`src/rtl/icache_if.sv`:
```
// Datapath-side and memory-side handshake bundles for the instruction cache.
interface icache_dp_if;
  logic        imemREN;
  logic [31:0] imemaddr;
  logic        ihit;
  logic [31:0] imemload;

  modport master (output imemREN, imemaddr, input  ihit, imemload);
  modport slave  (input  imemREN, imemaddr, output ihit, imemload);
endinterface

interface icache_mem_if;
  logic        iREN;
  logic [31:0] iaddr;
  logic        iwait;
  logic [31:0] iload;

  modport master (output iREN, iaddr, input  iwait, iload);
  modport slave  (input  iREN, iaddr, output iwait, iload);
endinterface

```
`src/rtl/icache.sv`:
```
// Direct-mapped, one-word-per-block instruction cache.
// Define ICACHE_STATS_EN to add hit_count/miss_count outputs.
module icache #(
  parameter int SETS = 16
) (
  input  logic         CLK,
  input  logic         nRST,
  input  logic         flush,
  icache_dp_if.slave   dp,
  icache_mem_if.master mem
`ifdef ICACHE_STATS_EN
  ,
  output logic [31:0]  hit_count,
  output logic [31:0]  miss_count
`endif
);
  localparam int IDX_W = $clog2(SETS);
  localparam int TAG_W = 30 - IDX_W;

  typedef enum logic {IDLE, FETCH} state_e;

  state_e              state_q;
  logic [29:0]         maddr_q;
  logic                iren_q;
  logic [SETS-1:0]     valid_q;
  logic [TAG_W-1:0]    tag_q  [SETS];
  logic [31:0]         data_q [SETS];

  logic [IDX_W-1:0]    idx, midx;
  logic [TAG_W-1:0]    tag, mtag;
  logic                hit, fill;
  logic [SETS-1:0]     fill_bit;

  assign idx      = dp.imemaddr[IDX_W+1:2];
  assign tag      = dp.imemaddr[31:IDX_W+2];
  assign midx     = maddr_q[IDX_W-1:0];
  assign mtag     = maddr_q[29:IDX_W];
  assign hit      = dp.imemREN & valid_q[idx] & (tag_q[idx] == tag);
  assign fill     = (state_q == FETCH) & ~mem.iwait;
  assign fill_bit = {{(SETS-1){1'b0}}, 1'b1} << midx;

  // Hits are answered in the request cycle; nothing is forwarded from a fill.
  assign dp.ihit     = (state_q == IDLE) & hit;
  assign dp.imemload = dp.ihit ? data_q[idx] : 32'h0;
  assign mem.iREN    = iren_q;
  assign mem.iaddr   = {maddr_q, 2'b00};

`ifdef ICACHE_STATS_EN
  logic [31:0] hit_cnt_q, miss_cnt_q;
  assign hit_count  = hit_cnt_q;
  assign miss_count = miss_cnt_q;
`endif

  always_ff @(posedge CLK or negedge nRST) begin
    if (!nRST) begin
      state_q <= IDLE;
      maddr_q <= '0;
      iren_q  <= 1'b0;
      valid_q <= '0;
`ifdef ICACHE_STATS_EN
      hit_cnt_q  <= '0;
      miss_cnt_q <= '0;
`endif
    end else begin
      case (state_q)
        IDLE: begin
          if (flush) valid_q <= '0;
          if (dp.imemREN && !hit) begin
            maddr_q <= dp.imemaddr[31:2];
            iren_q  <= 1'b1;
            state_q <= FETCH;
`ifdef ICACHE_STATS_EN
            miss_cnt_q <= miss_cnt_q + 32'd1;
`endif
          end
`ifdef ICACHE_STATS_EN
          if (hit) hit_cnt_q <= hit_cnt_q + 32'd1;
`endif
        end
        FETCH: begin
          // A flush in the fill cycle still leaves the new frame valid.
          if (fill) begin
            valid_q <= (flush ? '0 : valid_q) | fill_bit;
            iren_q  <= 1'b0;
            state_q <= IDLE;
          end else if (flush) begin
            valid_q <= '0;
          end
        end
        default: state_q <= IDLE;
      endcase
    end
  end

  always_ff @(posedge CLK) begin
    if (fill) begin
      data_q[midx] <= mem.iload;
      tag_q[midx]  <= mtag;
    end
  end
endmodule
```
`src/flat_wrapper.sv`:
```
// flat-port wrapper written by rule: the top's interface ports become plain ports
module icache_flat 
#(
  parameter int SETS = 16
)
  (CLK, nRST, flush, dp_imemREN, dp_imemaddr, dp_ihit, dp_imemload, mem_iREN, mem_iaddr, mem_iwait, mem_iload);
  icache_dp_if dp_i ();
  icache_mem_if mem_i ();
  input  logic CLK;
  input  logic nRST;
  input  logic flush;
  input wire logic [$bits(dp_i.imemREN)-1:0] dp_imemREN;
  input wire logic [$bits(dp_i.imemaddr)-1:0] dp_imemaddr;
  output wire logic [$bits(dp_i.ihit)-1:0] dp_ihit;
  output wire logic [$bits(dp_i.imemload)-1:0] dp_imemload;
  output wire logic [$bits(mem_i.iREN)-1:0] mem_iREN;
  output wire logic [$bits(mem_i.iaddr)-1:0] mem_iaddr;
  input wire logic [$bits(mem_i.iwait)-1:0] mem_iwait;
  input wire logic [$bits(mem_i.iload)-1:0] mem_iload;
  assign dp_i.imemREN = dp_imemREN;
  assign dp_i.imemaddr = dp_imemaddr;
  assign dp_ihit = dp_i.ihit;
  assign dp_imemload = dp_i.imemload;
  assign mem_iREN = mem_i.iREN;
  assign mem_iaddr = mem_i.iaddr;
  assign mem_i.iwait = mem_iwait;
  assign mem_i.iload = mem_iload;
  icache #(.SETS(SETS)) u_core (.CLK(CLK), .nRST(nRST), .flush(flush), .dp(dp_i), .mem(mem_i));
endmodule
```
`config.mk`:
```
export PLATFORM = sky130hd
export DESIGN_NAME = icache_flat
export DESIGN_NICKNAME = d
export VERILOG_FILES = /design/src/rtl/icache_if.sv /design/src/rtl/icache.sv /design/src/flat_wrapper.sv
export SDC_FILE = /design/constraint.sdc
export NUM_CORES = 1
export LEC_CHECK = 0
export CAP_MARGIN = 40
export CELL_PAD_IN_SITES_DETAIL_PLACEMENT = 1
export CELL_PAD_IN_SITES_GLOBAL_PLACEMENT = 1
export CORE_MARGIN = 3
export CORE_UTILIZATION = 44
export DETAILED_ROUTE_END_ITERATION = 8
export PLACE_DENSITY_LB_ADDON = 0.05
export SLEW_MARGIN = 20
export SYNTH_ARGS = -nofsm -noshare
export SYNTH_HDL_FRONTEND = slang
export SYNTH_SLANG_ARGS = --single-unit
```
`constraint.sdc`:
```
create_clock -name CLK -period 6.2 [get_ports CLK]
set_clock_uncertainty 0.05 [all_clocks]
set_input_delay 0.62 -clock CLK [delete_from_list [all_inputs] [get_ports CLK]]
set_output_delay 0.62 -clock CLK [all_outputs]
set_load 0.005 [all_outputs]
```
# ---- After elaboration in Yosys (flattened, before gate mapping)
# Memories as Yosys holds them, arrays and structs flattened.
# Cells that the tools add are included.
dict set report classes {
  shift 1
  n_eq_ne 3
  order_cmp 1
  n_mux 14
  n_bitwise 7
  n_reduce_logical 4
}
# op n
set ops {}
lappend ops {{$mux W16} 2}
lappend ops {{$mux W32} 1}
lappend ops {{$pmux W16 S2} 1}
lappend ops {{$eq A26 B26 Y1} 1}
lappend ops {{$or A16 B16 Y16} 1}
lappend ops {{$shl A1 B4 Y16 const A} 1}
lappend ops {{$mux W1} 7}
lappend ops {{$lt A4 B5 Y1 const B} 1}
lappend ops {{$and A1 B1 Y1} 4}
lappend ops {{$bmux W1 S4} 1}
lappend ops {{$ne A2 B2 Y1 const B} 2}
lappend ops {{$pmux W1 S2} 2}
lappend ops {{$reduce_and A2 Y1} 2}
lappend ops {{$not A1 Y1} 2}
lappend ops {{$logic_and A1 B1 Y1} 1}
lappend ops {{$logic_not A1 Y1} 1}
dict set report totals {
  inputBits 69
  memories 2
  ramBits 928
  elab_cells 36
  reg_bits 48
  out_inout_bits 66
}
# memory depth width rd rd_ports_with_merged_regs write_ports line_no
set mem_list {}
lappend mem_list {u_core.data_q 16 32 1 0 1 icache.sv:27} ;# logic [31:0] data_q [SETS];
lappend mem_list {u_core.tag_q 16 26 1 0 1 icache.sv:26} ;# logic [TAG_W-1:0] tag_q [SETS];

# ---- Logic depth before layout (Yosys ltp)
# Gate-level depths: netlist of run 1.
dict set report depth {
  word_depth 8
  ltp_mapped 13
  mapped_depth_nobuf 8
}

# ---- Least setup slack after synthesis of run 1
# No wires, ideal clock.
dict set report synth_timing {
  path_kind {input -> register}
  start {input mem_iwait}
  end {memory u_core.data_q[0][0], enable pin}
  setup_slack_ps 460
  setup_time_ps 548
  stages 3
  t_arrival_ps 5142
  n_path_buf 0
  t_required_ps 5602
  path_cell_list {nand2b_1 or3_1 nor3_1}
}
dict set report synth_via {
  elab_chain_len 4
}
# element line_no
set synth_rtl {}
lappend synth_rtl {{from (decl)} flat_wrapper.sv:18} ;# input wire logic [$bits(mem_i.iwait)-1:0] mem_iwait;
lappend synth_rtl {{$not A1 Y1} icache.sv:39} ;# assign fill = (state_q == FETCH) & ~mem.iwait;
lappend synth_rtl {{$and A1 B1 Y1} icache.sv:39}
lappend synth_rtl {{$mux W1} icache.sv:96} ;# if (fill) begin
lappend synth_rtl {{$mux W1 (implied by the code)} icache.sv:97} ;# data_q[midx] <= mem.iload;
lappend synth_rtl {{to (decl)} icache.sv:27}
# No other way between the ends.

# ---- Worst setup path after layout of run 1
dict set report layout_timing {
  start {input dp_imemaddr[2]}
  end {output dp_imemload[6]}
}
dict set report layout_via {
  elab_chain_len 6
}
# element line_no
set layout_rtl {}
lappend layout_rtl {{from (decl)} flat_wrapper.sv:13} ;# input wire logic [$bits(dp_i.imemaddr)-1:0] dp_imemaddr;
lappend layout_rtl {{branches (longest 5 deep; another with $mem_v2 Z16 W26)} --}
lappend layout_rtl {{$mux W32 (*)} icache.sv:44} ;# assign dp.imemload = dp.ihit ? data_q[idx] : 32'h0;
lappend layout_rtl {{to (decl)} flat_wrapper.sv:15} ;# output wire logic [$bits(dp_i.imemload)-1:0] dp_imemload;
# Every way passes the cells marked *. The select of a mux whose other input is x is not followed.

==> results of run 1 <==
[metal layers]
| metal | vias up | track usage (%) | part of all wire (%) |
|---|---|---|---|
| li1 | 7212 | - | - |
| met1 | 9563 | 29.5 | 44 |
| met2 | 374 | 35.1 | 50 |
| met3 | 144 | 3.33 | 3.9 |
| met4 | 4 | 5.23 | 2.3 |
| met5 | - | 0 | 0.029 |
[cells in the mapped netlist (all sizes together), types with 14 or more instances]
cell / count
edfxtp: 928
mux4: 261
mux2i: 57
dfrtp: 48
buf: 41
clkbuf: 37
nor2b: 34
mux2: 30
xnor2: 25
a21o: 19
nor2: 19
nor3: 14
[worst reg2reg max path, delay by kind of cell (launching register included)]
family	cells	cell delay (ns)
AOI/OAI and AO/OA	3	1.15
muxes	3	1.00
DFF	1	0.37
buffers and inverters	1	0.37
and+or+nand+nor	1	0.20
xor gates and xnor gates	1	0.15
[final cells by class]
class / count / area share [%]
diodes: 1 / 0.00568
clock buffers: 135 / 6.32
clock inverters: 53 / 1.19
inverters: 5 / 0.0483
multi-input cells: 534 / 18.7
flip-flops and latches: 976 / 65.9
well taps: 1134 / 3.22
repair buffers: 193 / 4.54
[logic make-up (layout without fill, tap and decap cells)]
group	count (synthesis)	count (layout)	share of synthesized area (%)
DFF	976	976	77.2
muxes	348	348	18.3
and+or+nand+nor	99	99	1.44
buffers and inverters	83	386	1.14
AOI/OAI and AO/OA	50	50	1.06
xor gates and xnor gates	35	35	0.814
other	1	3	0.00996
[power by group through the flow]
stage | sequential, uW | clock, uW | combinational (uW)
after floorplan | 7880 | 0 | 540
after global placement | 7930 | 0 | 976
after detailed placement | 7970 | 0 | 993
after CTS | 7830 | 6180 | 997
after global routing | 7860 | 6470 | 1040
final | 7820 | 6030 | 974
[path summary, 6_finish.rpt]
path                                           startpoint                              to  slack (ns)  cells past startpoint
max in group asynchronous                            nRST     u_core.valid_q[5]$_DFF_PN0_        5.47                      2
max                                        dp_imemaddr[2]                  dp_imemload[6]        1.05                     12
max reg2reg                u_core.tag_q[15][14]$_DFFE_PP_  u_core.maddr_q[26]$_DFFE_PN0P_        2.78                      9
min reg2reg                   u_core.mem.iREN$_DFFE_PN0P_     u_core.mem.iREN$_DFFE_PN0P_        0.42                      1
min in group CLK              u_core.mem.iREN$_DFFE_PN0P_     u_core.mem.iREN$_DFFE_PN0P_        0.42                      1
min                                                  nRST  u_core.maddr_q[14]$_DFFE_PN0P_        0.07                      2
[stage by stage]
step / total power (uW) / hold slack [ns] / worst slack [ns] / util, %
final: 14800 / 0.0684 / 1.05 / 52.3
after global placement: 8910 / 0.403 / 0.957 / 48.2
after CTS: 15000 / 0.0783 / 0.917 / 52.2
after global routing: 15400 / 0.104 / 0.707 / 52.3
after floorplan: 8420 / 0.274 / 0.460 / -
after detailed placement: 8960 / 0.413 / 0.951 / 48.3
[sequential cells by signal, summed over array words and instances (netlist names)]
name             cells
u_core.state_q       1
u_core.valid_q      16
u_core.tag_q       416
u_core.maddr_q      30
u_core.mem.iREN      1
u_core.data_q      512
[cell usage in the layout, fill, tap and decap left out, drive strengths merged, types with 2 or more instances in the layout]
master	Yosys	routed
bufinv	0	8
clkbuf	37	136
nor2b	34	34
mux2i	57	57
edfxtp	928	928
a21o	19	19
o21ai	6	6
xnor2	25	25
buf	41	67
a221oi	4	4
dfrtp	48	48
conb	1	2
nand4	4	4
mux2	30	30
nor3	14	14
xor2	10	10
nand2b	8	8
nand3	4	4
clkinvlp	0	7
inv	5	9
clkdlybuf4s50	0	125
nor2	19	19
clkinv	0	34
a22oi	6	6
o22ai	7	7
mux4	261	261
nand2	8	8
==> key figures, run 1 <==
Critical path
  • Delay-heaviest family, CP: buffers and inverters
  • Delay of the slowest cell on the worst path: 0.58 ns
  • Buffering stage count on the worst path with inverters included: 5
  • Maximum fanout encountered on the critical timing path: 38
  • Signal arrival time at the worst endpoint: 4.48 ns
  • Cell Chain, Critical Path: buf_8 -> buf_12 -> buf_4 -> mux4_2 -> mux4_2 -> xnor2_1 -> nand3_1 -> nor3_2 -> nand4b_1 -> buf_4 -> nor2b_1 -> clkdlybuf4s50_1
  • Slowest cell on the critical path: sky130_fd_sc_hd__clkdlybuf4s50_1
  • Required time of the critical path: 5.53 ns
  • Startpoint class of the critical path: input pin
  • Critical path endpoint category: primary output
  • Category of the most critical setup path: in2out

Routing
  • Routed via count: 17297
  • WL/cell: 30.7 um
  • Number of design rule violations left after detail routing: 0
  • Vias per cell: 5.71
  • Final wirelength: 93000 um
  • Number of iterations in the first detailed-routing pass: 5
  • DRC violation total after the first TritonRoute iteration: 1485
  • Number of nets still failing antenna checks after routing: 0

Global routing
  • Via count of the first global-routing pass: 19108
  • Global-route wire length before repair: 135000 um
  • Pin count of the biggest net entering global routing: 60
  • Antenna violations before repair: 3
  • Total track usage: 21.1%
  • Overflow left after global routing: 0

Flow run
  • Number of max-cap violations: 0

Place
  • Placed wire-length estimate after detailed placement: 47500 um
  • Global placement routability congestion: 0.704
  • Total placed instance area: 0.0407 mm^2
  • PortBufs: 130
  • Number of instances in the placed design: 2839

Final layout
  • Post-route non-filler standard cell count: 3031
  • Fraction of final layout cells sized beyond drive strength 1: 28.1%
  • Fill cell count: 7198
  • Area added between synthesis and finish: 17.1%
  • Register cell area after layout: 0.0291 mm^2
  • Cell area after layout: 0.0441 mm^2
  • Net count of the finished layout: 1882
  • Area of the multi-input gates: 0.00826 mm^2

Die
  • Initial cell density of the core: 44.7%
  • Boundary Pins: 135
  • Die boundary width: 298 um
  • Die Footprint: 0.0891 mm^2
  • Row cnt: 106
  • Die height: 298 um
  • Core Footprint: 0.0842 mm^2

CTS
  • Post-CTS setup buffer count: 0
  • Clk_lat worst skew: 0.66 ns
  • Number of buffers inserted during clock tree synthesis: 103
  • Post-CTS resize count: 0
  • CTS tree: yes
  • Master cell of the clock root buffer: sky130_fd_sc_hd__clkbuf_16
  • Count of hold-fix buffers inserted at cts: 0
  • Clock H-tree levels: 3
  • Clk slew on worst S/H paths: 0.06 ns
  • Bufs on Longest Clock Path: 3
  • Sink Count: 976

Timing
  • Transition time of the tightest slew-check pin: 0.867 ns
  • Total negative slack for setup checks: 0 ns
  • Max Transition Viols Final: 0
  • RSZ-0062 raised after global routing: false
  • Hold Fails Final Rpt: 0
  • Final cycle utilization of the critical path: 83.0%
  • Slew margin rel.: 42.2%
  • Period minus WS final: 5.15 ns
  • Maximum frequency from static timing analysis: 194 MHz
  • Number of endpoints failing setup at the final stage: 0

Synthesis
  • Post-Synthesis Mean Instance Area: 23.6 um^2
  • Cell type contributing the most total cell area after synthesis: sky130_fd_sc_hd__edfxtp_1
  • Fraction of the yosys area taken by sequential cells: 77.2%
  • Share of async-settable or async-resettable flops after synthesis: 4.92%
  • Count of flip-flops with a built-in enable after synthesis: 928
  • Leading post-synthesis cells by cell area: sky130_fd_sc_hd__edfxtp_1, sky130_fd_sc_hd__mux4_2, sky130_fd_sc_hd__dfrtp_1, sky130_fd_sc_hd__mux2i_1, sky130_fd_sc_hd__mux2_4
  • Fraction of post-synthesis cell area in the top cell type by area: 74.0%
  • Unique masters post-synth: 46
  • Combined area of all synthesized cells: 0.0376 mm^2
  • Primary FF master, synth: sky130_fd_sc_hd__edfxtp_1
  • Yosys synthesis warning count: 0
  • Number of flip-flops and latches in the synthesized netlist: 976
  • Count of mapped cells out of synthesis: 1592

Pwr
  • Portion of total power attributed to sequential cells: 52.7%
  • Proportion of total power due to net switching: 22.1%
  • Share of total power in combinational logic: 6.6%
  • Power density of the placed cells: 336 mW/mm^2
  • Worst ir drop on vdd: 0.228 mV
  • Switch Pwr: 3270 uW
  • Leak pwr: 0.0142 uW
  • Clock share of power: 40.7%
  • Cell-internal power: 11600 uW

Worst hold path
  • Worst min path class: in2async

Run status
  • Result of the run: complete, no violations
No activity file was read; power rests on OpenSTA's default activity.
==> run 2: changes to the inputs <==
- clock period: 6.2 -> 4.9 ns (I/O delays scaled with it)
==> key figures, run 2 (synthesis gave the netlist of run 1 again) <==
Run status
  • Result of the run: complete, no violations

Final layout
  • Net count of the finished layout: 1897
  • Top library cells by usage in the layout, fill and taps aside: sky130_fd_sc_hd__edfxtp_1, sky130_fd_sc_hd__mux4_2, sky130_fd_sc_hd__clkdlybuf4s50_1, sky130_fd_sc_hd__clkbuf_16, sky130_fd_sc_hd__mux2i_1
  • Top flop regs: u_core.data_q x512, u_core.tag_q x416, u_core.maddr_q x30
  • Largest register FFs: 512
  • Area of the multi-input gates: 0.00829 mm^2
  • Fraction of final layout cells sized beyond drive strength 1: 28.4%
  • Register cell area after layout: 0.0291 mm^2
  • Area added between synthesis and finish: 18.0%
  • Fill cell count: 7176
  • Cell area after layout: 0.0444 mm^2
  • Fraction of the core area covered by cells at the end of the flow: 52.7%
  • Largest Register: u_core.data_q
  • Most common library cell in the layout ignoring fill and taps: sky130_fd_sc_hd__edfxtp_1

Global routing
  • Pin count of the biggest net entering global routing: 81
  • Global-route wire length before repair: 136000 um
  • Total track usage: 21.2%
  • Antenna violations before repair: 3
  • Via count of the first global-routing pass: 18933
  • Overflow left after global routing: 0

Timing
  • Number of endpoints failing setup at the final stage: 0
  • Slew margin rel.: 48.2%
  • Max Transition Viols Final: 0
  • RSZ-0062 raised after global routing: false
  • Hold Fails Final Rpt: 0
  • Maximum frequency from static timing analysis: 211 MHz
  • Transition time of the tightest slew-check pin: 0.776 ns
  • Period minus WS final: 4.75 ns
  • Final cycle utilization of the critical path: 96.9%
  • PnR worst setup slack: 0.152 ns
  • Total negative slack for setup checks: 0 ns

Place
  • Global placement routability congestion: 0.694
  • Total placed instance area: 0.0410 mm^2
  • Placed wire-length estimate after detailed placement: 48900 um
  • Dpl ws: 0.0478 ns
  • PortBufs: 130

Pwr
  • Leak pwr: 0.0144 uW
  • Switch Pwr: 4080 uW
  • Cell-internal power: 14800 uW
  • Proportion of total power due to net switching: 21.6%
  • Power density of the placed cells: 426 mW/mm^2
  • Final Total Pwr: 18900 uW
  • Share of total power in combinational logic: 6.7%
  • Clock share of power: 40.9%
  • Worst ir drop on vdd: 0.311 mV
  • Portion of total power attributed to sequential cells: 52.4%

Die
  • Die boundary width: 298 um
  • Core Footprint: 0.0842 mm^2
  • Boundary Pins: 135
  • Die Footprint: 0.0891 mm^2
  • Die height: 298 um
  • Initial cell density of the core: 44.7%
  • Row cnt: 106

Routing
  • Routed via count: 17392
  • DRC violation total after the first TritonRoute iteration: 1500
  • Number of nets still failing antenna checks after routing: 0
  • Vias per cell: 5.71
  • Number of design rule violations left after detail routing: 0
  • Final wirelength: 93200 um
  • Number of iterations in the first detailed-routing pass: 5
  • WL/cell: 30.6 um

Critical path
  • Buffering stage count on the worst path with inverters included: 5
  • Delay-heaviest family, CP: buffers and inverters
  • Startpoint class of the critical path: input pin
  • Required time of the critical path: 4.36 ns
  • Delay of the slowest cell on the worst path: 0.53 ns
  • Critical path endpoint category: primary output
  • Cell with the most instances on the worst path: sky130_fd_sc_hd__buf_4
  • Slowest cell on the critical path: sky130_fd_sc_hd__clkdlybuf4s50_1
  • Signal arrival time at the worst endpoint: 4.21 ns
  • Maximum fanout encountered on the critical timing path: 27
  • Category of the most critical setup path: in2out
  • Cell Chain, Critical Path: buf_4 -> buf_4 -> mux4_2 -> o22ai_1 -> nor3_1 -> xnor2_1 -> o2111ai_1 -> nor3_2 -> nand4b_1 -> buf_4 -> buf_4 -> nor2b_1 -> clkdlybuf4s50_1

CTS
  • Master cell of the clock root buffer: sky130_fd_sc_hd__clkbuf_16
  • CTS tree: yes
  • Post-CTS setup buffer count: 0
  • Clk_lat worst skew: 0.64 ns
  • Number of buffers inserted during clock tree synthesis: 102
  • Clock H-tree levels: 3
  • Clk slew on worst S/H paths: 0.06 ns
  • Sink Count: 976
  • Bufs on Longest Clock Path: 3

Flow run
  • Number of max-cap violations: 0

Worst hold path
  • Worst min path class: in2async
## run 2: cell count changes in the layout (fill, tap and decap cells not counted), moves of 2 or more
cell	delta
sky130_fd_sc_hd__buf_12	+11
sky130_fd_sc_hd__buf_4	+5
sky130_fd_sc_hd__bufinv_16	+5
sky130_fd_sc_hd__clkbuf_8	-5
sky130_fd_sc_hd__clkinv_1	+4
sky130_fd_sc_hd__clkinv_2	+3
sky130_fd_sc_hd__clkinvlp_4	-6
sky130_fd_sc_hd__inv_16	-2
sky130_fd_sc_hd__nor3_2	-4
sky130_fd_sc_hd__nor3_4	+4
## run 2: timing repair
action | 4_1_cts | 5_1_grt
hold buffers | 1 | 0
gates cloned | 0 | 0
gates resized for setup | 1 | 1
endpoints found under the hold margin | 48 | 0
setup endpoints to repair | 14 | 14
## run 2: power by group through the flow
stage / registers, uW / clock network (uW) / logic (uW)
3_3_place_gp: 10000 / 0 / 1270
6_report: 9900 / 7730 / 1270
5_1_grt: 9950 / 8290 / 1360
4_1_cts: 9900 / 7950 / 1300
3_5_place_dp: 10100 / 0 / 1290
2_1_floorplan: 9960 / 0 / 684
## run 2: layer usage
metal | wire length, um | up-vias | track usage (%)
li1 | - | 7234 | -
met1 | 41000 | 9632 | 30.0
met2 | 46100 | 401 | 34.7
met3 | 4130 | 125 | 3.09
met4 | 1950 | 0 | 5.50
met5 | 0 | - | 0
## run 2: final timing paths
path | start | endpoint | slack (ns) | cells after the start
setup / recovery | dp_imemaddr[3] | dp_imemload[29] | 0.15 | 13
hold reg to reg | u_core.valid_q[12]$_DFF_PN0_ | u_core.valid_q[12]$_DFF_PN0_ | 0.43 | 1
min in group CLK | u_core.valid_q[12]$_DFF_PN0_ | u_core.valid_q[12]$_DFF_PN0_ | 0.43 | 1
max in group asynchronous | nRST | u_core.valid_q[13]$_DFF_PN0_ | 4.03 | 4
setup reg to reg | u_core.tag_q[9][11]$_DFFE_PP_ | u_core.maddr_q[18]$_DFFE_PN0P_ | 1.78 | 8
hold / removal | nRST | u_core.maddr_q[14]$_DFFE_PN0P_ | 0.26 | 3
## run 2: tightest hold or removal path, stage by stage
cell and delay, ns:
sky130_fd_sc_hd__dlygate4sd3_1 0.52, sky130_fd_sc_hd__buf_2 0.10, sky130_fd_sc_hd__buf_4 0.19
## run 2: final cells by class
type / instances / area share [%]
Sequential cell: 976 / 65.5
Multi-Input combinational cell: 534 / 18.7
Clock buffer: 130 / 6.17
Timing Repair Buffer: 209 / 5.08
Tap cell: 1134 / 3.20
Clock inverter: 56 / 1.36
Inverter: 5 / 0.0479
Antenna cell: 2 / 0.0113
## run 2: per-stage QoR
step | hold slack, ns | instances
3_3_place_gp | 0.405 | 2852
6_report | 0.259 | 3046
4_1_cts | 0.428 | 3043
2_1_floorplan | 0.144 | 1593
3_5_place_dp | 0.415 | 2856
5_1_grt | 0.252 | 3044
